`src/rtl/eth_mdio_pkg.sv`:
```
// Shared constants and types for the Clause-22 MDIO master.
// Frame field offsets are counted from the first bit after the preamble.
package eth_mdio_pkg;

  localparam logic [1:0] ST_CODE  = 2'b01;
  localparam logic [1:0] OP_WRITE = 2'b01;
  localparam logic [1:0] OP_READ  = 2'b10;
  localparam logic [1:0] TA_WRITE = 2'b10;

  localparam int F_ST    = 0;
  localparam int F_OP    = 2;
  localparam int F_PHYAD = 4;
  localparam int F_REGAD = 9;
  localparam int F_TA    = 14;
  localparam int F_DATA  = 16;
  localparam int F_LEN   = 32;

  typedef enum logic [1:0] {IDLE, SHIFT, DONE} mdio_state_t;

endpackage

```
`src/rtl/eth_mdio_clkgen.sv`:
```
// MDC prescaler: CLK_DIV cycles low, then CLK_DIV cycles high, while enabled.
// The strobes flag the last cycle of each half-period.
module eth_mdio_clkgen #(
  parameter int CLK_DIV = 50
) (
  input  logic clk,
  input  logic rst_n,
  input  logic en,
  output logic mdc,
  output logic rise_stb,
  output logic fall_stb
);

  logic [7:0] cnt_q, cnt_d;
  logic       mdc_q, mdc_d;
  logic       wrap;

  assign wrap     = en && (cnt_q == 8'(CLK_DIV - 1));
  assign rise_stb = wrap && !mdc_q;
  assign fall_stb = wrap && mdc_q;
  assign mdc      = mdc_q;

  always_comb begin
    cnt_d = cnt_q;
    mdc_d = mdc_q;
    if (!en) begin
      cnt_d = '0;
      mdc_d = 1'b0;
    end else if (wrap) begin
      cnt_d = '0;
      mdc_d = !mdc_q;
    end else begin
      cnt_d = cnt_q + 8'd1;
    end
  end

  always_ff @(posedge clk or negedge rst_n) begin
    if (!rst_n) begin
      cnt_q <= '0;
      mdc_q <= 1'b0;
    end else begin
      cnt_q <= cnt_d;
      mdc_q <= mdc_d;
    end
  end

endmodule

```
`src/rtl/eth_mdio_master.sv`:
```
// Clause-22 MDIO management master: serialises one read/write frame per
// command and returns read data plus a no-PHY flag from the TA bit.
module eth_mdio_master #(
  parameter int CLK_DIV       = 50,
  parameter int PREAMBLE_BITS = 32
) (
  input  logic        msoc_clk,
  input  logic        rst_int_n,
  input  logic        cmd_valid,
  output logic        cmd_ready,
  input  logic        cmd_read,
  input  logic [4:0]  cmd_phy_addr,
  input  logic [4:0]  cmd_reg_addr,
  input  logic [15:0] cmd_wdata,
  output logic        rsp_valid,
  output logic [15:0] rsp_rdata,
  output logic        rsp_err,
  output logic        busy,
  input  logic        phy_mdio_i,
  output logic        phy_mdio_o,
  output logic        phy_mdio_oe,
  output logic        phy_mdc
);
  import eth_mdio_pkg::*;

  localparam int N     = PREAMBLE_BITS + F_LEN;
  localparam int TA_IN = PREAMBLE_BITS + F_TA + 1;
  localparam int DATA0 = PREAMBLE_BITS + F_DATA;

  mdio_state_t state_q, state_d;
  logic [6:0]  bit_q, bit_d, nxt_bit;
  logic [31:0] frame_q, frame_d;
  logic        rd_q, rd_d;
  logic        mdio_o_q, mdio_o_d, mdio_oe_q, mdio_oe_d;
  logic [15:0] rsh_q, rsh_d, rdata_q, rdata_d;
  logic        esh_q, esh_d, err_q, err_d;
  logic        accept, drv_o, drv_oe, rise_stb, fall_stb;
  logic [4:0]  fidx;

  eth_mdio_clkgen #(.CLK_DIV(CLK_DIV)) u_clkgen (
    .clk      (msoc_clk),
    .rst_n    (rst_int_n),
    .en       (state_q == SHIFT),
    .mdc      (phy_mdc),
    .rise_stb (rise_stb),
    .fall_stb (fall_stb)
  );

  always_comb begin
    state_d   = state_q;
    bit_d     = bit_q;
    frame_d   = frame_q;
    rd_d      = rd_q;
    mdio_o_d  = mdio_o_q;
    mdio_oe_d = mdio_oe_q;
    rsh_d     = rsh_q;
    esh_d     = esh_q;
    rdata_d   = rdata_q;
    err_d     = err_q;

    accept = (state_q == IDLE) && cmd_valid;
    if (accept) begin
      // Read frames leave TA/DATA undriven, so their payload is don't-care.
      frame_d = {ST_CODE, cmd_read ? OP_READ : OP_WRITE, cmd_phy_addr, cmd_reg_addr,
                 cmd_read ? 2'b11 : TA_WRITE, cmd_read ? 16'hFFFF : cmd_wdata};
      rd_d    = cmd_read;
    end

    // Pad values for the bit that starts with the upcoming low phase.
    nxt_bit = accept ? 7'd0 : bit_q + 7'd1;
    fidx    = 5'(int'(nxt_bit) - PREAMBLE_BITS);
    drv_o   = (int'(nxt_bit) < PREAMBLE_BITS) ? 1'b1 : frame_d[5'd31 - fidx];
    drv_oe  = !rd_d || (int'(nxt_bit) < PREAMBLE_BITS + F_TA);

    case (state_q)
      IDLE: if (accept) begin
        state_d   = SHIFT;
        bit_d     = '0;
        mdio_o_d  = drv_o;
        mdio_oe_d = drv_oe;
      end
      SHIFT: begin
        if (rise_stb) begin
          if (int'(bit_q) == TA_IN) esh_d = phy_mdio_i;
          if (int'(bit_q) >= DATA0) rsh_d = {rsh_q[14:0], phy_mdio_i};
        end
        if (fall_stb) begin
          if (int'(bit_q) == N - 1) begin
            state_d   = DONE;
            mdio_o_d  = 1'b1;
            mdio_oe_d = 1'b0;
            rdata_d   = rd_q ? rsh_q : 16'h0000;
            err_d     = rd_q && esh_q;
          end else begin
            bit_d     = nxt_bit;
            mdio_o_d  = drv_o;
            mdio_oe_d = drv_oe;
          end
        end
      end
      DONE:    state_d = IDLE;
      default: state_d = IDLE;
    endcase
  end

  always_ff @(posedge msoc_clk or negedge rst_int_n) begin
    if (!rst_int_n) begin
      state_q   <= IDLE;
      bit_q     <= '0;
      frame_q   <= '0;
      rd_q      <= 1'b0;
      mdio_o_q  <= 1'b1;
      mdio_oe_q <= 1'b0;
      rsh_q     <= '0;
      esh_q     <= 1'b0;
      rdata_q   <= '0;
      err_q     <= 1'b0;
    end else begin
      state_q   <= state_d;
      bit_q     <= bit_d;
      frame_q   <= frame_d;
      rd_q      <= rd_d;
      mdio_o_q  <= mdio_o_d;
      mdio_oe_q <= mdio_oe_d;
      rsh_q     <= rsh_d;
      esh_q     <= esh_d;
      rdata_q   <= rdata_d;
      err_q     <= err_d;
    end
  end

  assign cmd_ready   = (state_q == IDLE);
  assign busy        = (state_q != IDLE);
  assign rsp_valid   = (state_q == DONE);
  assign rsp_rdata   = rdata_q;
  assign rsp_err     = err_q;
  assign phy_mdio_o  = mdio_o_q;
  assign phy_mdio_oe = mdio_oe_q;

endmodule

```
`config.mk`:
```
export PLATFORM = sky130hd
export DESIGN_NAME = eth_mdio_master
export DESIGN_NICKNAME = d
export VERILOG_FILES = /design/src/rtl/eth_mdio_pkg.sv /design/src/rtl/eth_mdio_clkgen.sv /design/src/rtl/eth_mdio_master.sv
export SDC_FILE = /design/constraint.sdc
export NUM_CORES = 1
export LEC_CHECK = 0
export BUFFER_PORTS_ARGS = -buffer_cell sky130_fd_sc_hd__buf_4
export CAP_MARGIN = 25
export CELL_PAD_IN_SITES_DETAIL_PLACEMENT = 1
export CELL_PAD_IN_SITES_GLOBAL_PLACEMENT = 1
export CORE_UTILIZATION = 44
export CTS_CLUSTER_DIAMETER = 200
export CTS_CLUSTER_SIZE = 25
export DETAILED_ROUTE_END_ITERATION = 7
export GPL_TIMING_DRIVEN = 0
export PLACE_DENSITY = 0.75
export SLEW_MARGIN = 20
export SYNTH_ARGS = -nofsm -noshare
export SYNTH_HDL_FRONTEND = slang
export SYNTH_SLANG_ARGS = --single-unit
```
`constraint.sdc`:
```
create_clock -name msoc_clk -period 2.6 [get_ports msoc_clk]
set_input_delay 0.39 -clock msoc_clk [delete_from_list [all_inputs] [get_ports msoc_clk]]
set_output_delay 0.39 -clock msoc_clk [all_outputs]
set_load 0.05 [all_outputs]
```
==> reports/qor.tcl, run 1 <==
set qor(h-tree-depth) 3
set qor(fmax_mhz) 402.6
set qor(cts_hold_buf) 0
set qor(timing.final.crit_period_ps) 2484
set qor(finalMaxSlewViolations) 0
set qor(grt_first_pass_wirelength_um) 14760
set qor(slew-limit-headroom_pct) 61.79
set qor(detail-route-antenna-nets) 0
set qor(clockPowerShare_pct) 44.1
set qor(first_global_vias) 3014
set qor(yosysSeqAreaShare_pct) 55.53
set qor(final.hold.worst_slack_ps) 8.405
set qor(vdd.ir_drop.worst_mv) 0.2643
set qor(design.final.nets) 503
set qor(most_repeated_cell_in_the_gate_level_netlist_after_synthesis) {nand2_1}
set qor(critPathKind) {reg2reg}
set qor(post-route-util_pct) 55.57
set qor(path_cells) {ha_1 > nand3_1 > nor3_1 > nand4b_1 > buf_4 > nor2_1 > o21ai_0 > o21ai_0}
set qor(clock_pin_slew_of_the_registers_on_the_worst_case_setup_and_hold_paths_ps) 90
set qor(yosysTopAreaCellShare_pct) 54.86
set qor(largest_net_degree_at_the_start_of_global_routing) 49
set qor(synth-async-reset-ratio_pct) 100.0
set qor(routedWlPerCell_um) 15.43
set qor(tightest_slew_ps) 572.7
set qor(initial_util_pct) 45.20
set qor(grt.overflow.total) 0
set qor(area.growth.synth_to_final_pct) 22.93
set qor(die_width_um) 96.42
set qor(final_number_of_hold_violating_endpoints) 0
set qor(clkSinkCount) 87
set qor(post_route_cells_drive_above_1_share_pct) 24.52
set qor(ioPinCount) 54
set qor(worst_path_largest_cell_delay_ps) 520
set qor(holdCritPathClass) {in2async}
set qor(power-per-cell-area_nw_per_um2) 527.7
set qor(fillers) 993
set qor(tritoncts) {done}
set qor(insertedDiodeCount) 0
set qor(outcome) {completed}
set qor(yosys_register_bits) 87
set qor(cell_accounting_for_the_most_synthesized_area) {dfrtp_1}
set qor(portion_of_the_clock_cycle_consumed_by_the_worst_path_in_the_final_layout_pct) 95.52
set qor(route.vias.total) 3009
set qor(dr.pass1.iters) 4
set qor(power.sequential.fraction_pct) 53.1
set qor(timing.critical_path.arrival_ps) 2720
set qor(cap_viol_max_count) 0
set qor(worst_clock_skew_ps) 13.81
set qor(post_synthesis_cell_count) 393
set qor(area_of_the_die_sq_um) 9297
set qor(worstSkewPairLatency_ps) 360
set qor(die_height_um) 96.42
set qor(post-route-worst-setup-slack_ps) 116.4
set qor(synth_top_cells_by_area) {dfrtp_1 55%, nand2_1 11%, mux2_2 5.5%}
set qor(intPower_w) 0.001989
set qor(critical_path_required_ps) 2830
set qor(top_cells_by_instance_count_after_synthesis) {114 x nand2_1, 86 x dfrtp_1, 41 x o21ai_0}
set qor(drc) 0
set qor(crit_slowest_cell) {dfrtp_1}
set qor(switching_power_w) 0.0005557
set qor(placement.setup.worst_slack_ps) -238.3
set qor(routed_wirelength_um) 8964
set qor(net_count_after_synthesis) 428
set qor(post_synth_num_cell_types) 40
set qor(worst_setup_path_start_kind) {flip-flop}
set qor(cts.root.buffer_cell) {clkbuf_8}
set qor(numPortBuffers) 52
set qor(syn-mean-instance-area_sq_um) 9.981
set qor(clk_path_buf_depth) 2
set qor(antenna_violations_before_repair) 0
set qor(power.static_leakage_nw) 2.389
set qor(groute.usage.overall_pct) 21.04
set qor(mappedNetlistArea_sq_um) 3923
set qor(sw_frac_of_total_pct) 21.84
set qor(setup_viol) 0
set qor(crit_path_frequent_cell) {o21ai_0}
set qor(number_of_drc_markers_in_iteration_0) 125
set qor(crit_fanout) 9
set qor(cts_made_buffers) 9
set qor(number_of_synthesized_flops_with_an_enable_pin) 0
set qor(placement_rows) 34
set qor(gp_congestion) 0.7646
set qor(routed_via_density) 5.179
set qor(combPwrFrac_pct) 2.7
set qor(cp-end-kind) {flip-flop}
set qor(yosys_warnings) 0
set qor(place.detailed.hpwl_um) 6172
set qor(placeableCoreArea_sq_um) 8678
set qor(synth_top_flop_cell) {dfrtp_1}
## layout by cell type (no fill, tap or decap), types with 3 or more instances in the layout
| cell type | Yosys | layout |
|---|---|---|
| nand2_1 | 114 | 114 |
| dfrtp_1 | 86 | 86 |
| buf_4 | 0 | 64 |
| o21ai_0 | 41 | 41 |
| nor2_1 | 19 | 19 |
| clkbuf_1 | 21 | 19 |
| mux2_2 | 19 | 19 |
| clkbuf_8 | 0 | 11 |
| nand3_1 | 9 | 9 |
| xor2_1 | 10 | 9 |
| a21oi_1 | 8 | 8 |
| inv_1 | 7 | 7 |
| mux4_2 | 6 | 6 |
| nand2b_1 | 5 | 5 |
| nor3_1 | 5 | 5 |
| and2_1 | 3 | 3 |
| xnor2_1 | 3 | 3 |
| a31oi_1 | 3 | 3 |
| ha_1 | 4 | 3 |
## flip-flops by register name (all words and copies together), names as in the netlist
name	count
rsp_err	1
rsh_q	16
bit_q	7
frame_q	32
u_clkgen.cnt_q	8
phy_mdio_o	1
esh_q	1
phy_mdio_oe	1
rd_q	1
state_q	2
u_clkgen.mdc	1
rsp_rdata	16
## metal layers
metal	up-vias	track usage [%]	routed length (um)
met5	-	0	0
li1	1461	-	-
met1	1494	27.99	4193
met2	44	34.52	4392
met4	0	6.740	127
met3	10	4.460	251
## worst max-delay path: cells and delay by family, from the launching register on
kind	cells	cell delay (ps)
compound gates	2	240
buf+inv	1	170
fa+ha+maj	1	290
flops	1	520
simple gates	4	1130
## power groups by stage
stage          sequential [W]  combinational (W)  clock, W
6_report              0.00135          0.0000693   0.00112
5_1_grt               0.00135          0.0000782   0.00120
4_1_cts               0.00135          0.0000725   0.00114
3_5_place_dp          0.00138          0.0000724         0
3_3_place_gp          0.00138          0.0000648         0
2_1_floorplan         0.00138         0.00000389         0
## final cells by class
cell class,count,area [sq um],share of cell area [%]
plain buffers,21,87.58,1.816
clock buffers,11,151.4,3.140
clock inverters,5,87.58,1.816
inverters,7,26.28,0.5449
multi-input cells,277,1648,34.17
flip-flops and latches,87,2178,45.17
well taps,108,135.1,2.802
repair buffers,65,508.0,10.53
## what timing repair did
| action | 4_1_cts | 5_1_grt |
|---|---|---|
| setup endpoints to repair | 1 | 30 |
| pin swaps | 0 | 2 |
| hold endpoints to repair | 0 | 0 |
| buffers inserted | 0 | 12 |
| resized for setup | 1 | 4 |
| gates cloned | 0 | 0 |
## metrics by stage
| step | cell area (sq um) | setup TNS, ps | power [W] | cells |
|---|---|---|---|---|
| after CTS | 4713 | 0 | 0.002568 | 569 |
| after global routing | 4822 | -83.04 | 0.002634 | 581 |
| after detailed placement | 4476 | -238.3 | 0.001451 | 554 |
| final | 4822 | 0 | 0.002545 | 581 |
| after floorplan | 3923 | 0 | 0.001383 | 393 |
| after global placement | 4448 | -162.0 | 0.001444 | 553 |
## worst paths after layout
check / slack (ps) / depth (start not counted) / start / to
max in group asynchronous: 1970 / 2 / rst_int_n / rd_q
hold reg to reg: 470 / 1 / frame_q[17] / frame_q[17]
min in group msoc_clk: 210 / 3 / cmd_phy_addr[1] / frame_q[24]
setup reg to reg: 120 / 8 / bit_q[0] / bit_q[5]
setup / recovery: 120 / 8 / bit_q[0] / bit_q[5]
hold / removal: 8 / 1 / rst_int_n / u_clkgen.cnt_q[4]
## kinds of logic after synthesis
group | after synthesis | synth area share [%]
buffers and inverters | 29 | 2.967
xor gates and xnor gates | 13 | 2.903
DFF | 87 | 55.53
AOI/OAI and AO/OA | 62 | 8.645
adders and majority gates | 4 | 1.276
and+or+nand+nor | 171 | 19.27
muxes | 27 | 9.410
No activity file was read; power rests on OpenSTA's default activity.
==> inputs of run 2 (changes only) <==
--- a/config.mk
+++ b/config.mk
@@ -9,12 +9,12 @@
 export CAP_MARGIN = 25
 export CELL_PAD_IN_SITES_DETAIL_PLACEMENT = 1
 export CELL_PAD_IN_SITES_GLOBAL_PLACEMENT = 1
-export CORE_UTILIZATION = 44
+export CORE_UTILIZATION = 46
+export CTS_BUF_LIST = sky130_fd_sc_hd__clkbuf_4
 export CTS_CLUSTER_DIAMETER = 200
-export CTS_CLUSTER_SIZE = 25
 export DETAILED_ROUTE_END_ITERATION = 7
 export GPL_TIMING_DRIVEN = 0
-export PLACE_DENSITY = 0.75
+export PLACE_DENSITY = 0.78
 export SLEW_MARGIN = 20
 export SYNTH_ARGS = -nofsm -noshare
 export SYNTH_HDL_FRONTEND = slang
==> reports/qor.tcl, run 2 (synthesis gave the netlist of run 1 again) <==
set qor(outcome) {completed}
set qor(slew-limit-headroom_pct) 60.40
set qor(final_number_of_hold_violating_endpoints) 0
set qor(route.vias.total) 3016
set qor(die_width_um) 94.34
set qor(number_of_drc_markers_in_iteration_0) 103
set qor(timing.final.crit_period_ps) 2563
set qor(rsz0062_at_grt) {true}
set qor(placement_rows) 33
set qor(fmax_mhz) 390.2
set qor(gp_congestion) 0.7569
set qor(ioPinCount) 54
set qor(place.detailed.hpwl_um) 6516
set qor(crit_path_end) {rsh_q[9]}
set qor(reg2reg_setup_slack_ps) 40
set qor(worst_setup_path_start_kind) {flip-flop}
set qor(max_flop_register) {frame_q}
set qor(power.static_leakage_nw) 2.336
set qor(holdCritPathClass) {in2reg}
set qor(critical_path_required_ps) 2940
set qor(clk_path_buf_depth) 2
set qor(portion_of_the_clock_cycle_consumed_by_the_worst_path_in_the_final_layout_pct) 98.57
set qor(routedWlPerCell_um) 16.07
set qor(die_height_um) 94.34
set qor(power-per-cell-area_nw_per_um2) 468.8
set qor(total_power_w) 0.002208
set qor(groute.usage.overall_pct) 22.14
set qor(vdd.ir_drop.worst_mv) 0.2118
set qor(cap_viol_max_count) 0
set qor(clock_pin_slew_of_the_registers_on_the_worst_case_setup_and_hold_paths_ps) 150
set qor(tightest_slew_ps) 593.5
set qor(largest_reg_flops) 32
set qor(routed_via_density) 5.254
set qor(numPortBuffers) 52
set qor(routed_wirelength_um) 9224
set qor(setup_viol) 0
set qor(area_of_the_die_sq_um) 8900
set qor(grt.overflow.total) 0
set qor(post_route_cells_drive_above_1_share_pct) 24.09
set qor(worst_clock_skew_ps) 35.86
set qor(fillers) 966
set qor(antenna_violations_before_repair) 0
set qor(grt_first_pass_wirelength_um) 14950
set qor(initial_util_pct) 47.74
set qor(finalMaxSlewViolations) 0
set qor(area.growth.synth_to_final_pct) 20.10
set qor(h-tree-depth) 3
set qor(crit_fanout) 10
set qor(insertedDiodeCount) 0
set qor(timing.critical_path.arrival_ps) 2910
set qor(critPathKind) {reg2reg}
set qor(dr.pass1.iters) 4
set qor(post-route-worst-setup-slack_ps) 37.23
set qor(cp-end-kind) {flip-flop}
set qor(layout_common_cells) {114 x nand2_1, 86 x dfrtp_1, 60 x buf_4}
set qor(clkSinkCount) 87
set qor(drc) 0
set qor(critical_path.reg2reg.startpoint) {u_clkgen.cnt_q[1]}
set qor(setup.worst_path.start) {u_clkgen.cnt_q[1]}
set qor(largest_net_degree_at_the_start_of_global_routing) 60
set qor(placement.setup.worst_slack_ps) -186.3
set qor(cts.root.buffer_cell) {clkbuf_4}
set qor(final.hold.worst_slack_ps) 116.3
set qor(postPlaceCellArea_sq_um) 4472
set qor(final_non_filler_cell_area_sq_um) 4711
set qor(placeableCoreArea_sq_um) 8217
set qor(reg2reg_to) {rsh_q[9]}
set qor(final_common_cell) {nand2_1}
set qor(cts_made_buffers) 9
set qor(first_global_vias) 3082
set qor(design.final.nets) 500
set qor(min_delay_path_depth) 3
set qor(worstSkewPairLatency_ps) 460
set qor(worst_r2r_path_depth) 8
set qor(detail-route-antenna-nets) 0
set qor(tritoncts) {done}
## run 2: layout make-up
class                      instances  area [sq um]  area share (%)
clock buffer                       9         67.56           1.434
multi-input combinational        277          1662           35.27
sequential                        87          2178           46.24
buffer                            21         87.58           1.859
inverter                           7         26.28          0.5578
clock inverter                     6         70.07           1.487
timing repair buffer              62         488.0           10.36
tap                              105         131.4           2.789
## run 2: worst min path at each step
stage | start | to | slack (ps)
floorplan | rst_int_n | bit_q[0] | 90
global placement | frame_q[17] | frame_q[17] | 440
detailed placement | rst_int_n | u_clkgen.cnt_q[2] | 360
CTS | cmd_phy_addr[0] | frame_q[23] | 90
global route | cmd_phy_addr[3] | frame_q[26] | 90
finish | cmd_phy_addr[0] | frame_q[23] | 120
## run 2: repair_timing
| action | in CTS | in global routing |
|---|---|---|
| setup endpoints to repair | 3 | 31 |
| pin swaps | 1 | 2 |
| hold endpoints to repair | 27 | 0 |
| buffers inserted | 0 | 8 |
| hold buffers | 1 | 0 |
| gates resized for setup | 1 | 7 |
## run 2: worst max-delay path, stage by stage, from the launching register on
cell and delay (ps):
dfrtp_1 440, inv_1 70, ha_1 130, or4b_4 470, nor3_4 280, nand2_2 120
nor3_4 390, buf_6 210, mux2_2 350
## run 2: metrics by stage
stage / instances / util (%) / TNS [ps]
2_1_floorplan: 393 / - / 0
3_3_place_gp: 550 / 54.09 / -183.9
3_5_place_dp: 551 / 54.42 / -186.3
4_1_cts: 566 / 56.21 / 0
5_1_grt: 574 / 57.33 / -641.3
6_report: 574 / 57.33 / 0
## run 2: routing by layer
metal | routed length, um | track usage, % | vias up
met5 | 0 | 0 | -
met4 | 148 | 8.718 | 0
met3 | 222 | 3.462 | 14
met2 | 4840 | 39.19 | 46
met1 | 4013 | 26.93 | 1494
li1 | - | - | 1462
## run 2: report_power, final
group	total [W]	switching (W)	internal (W)	leakage, nW
sequential	0.00135	0	0.00135	1.15
combinational	0.0000713	0.0000376	0.0000337	1.12
clock	0.000784	0.000491	0.000292	0.0646
total	0.00221	0.000529	0.00168	2.34
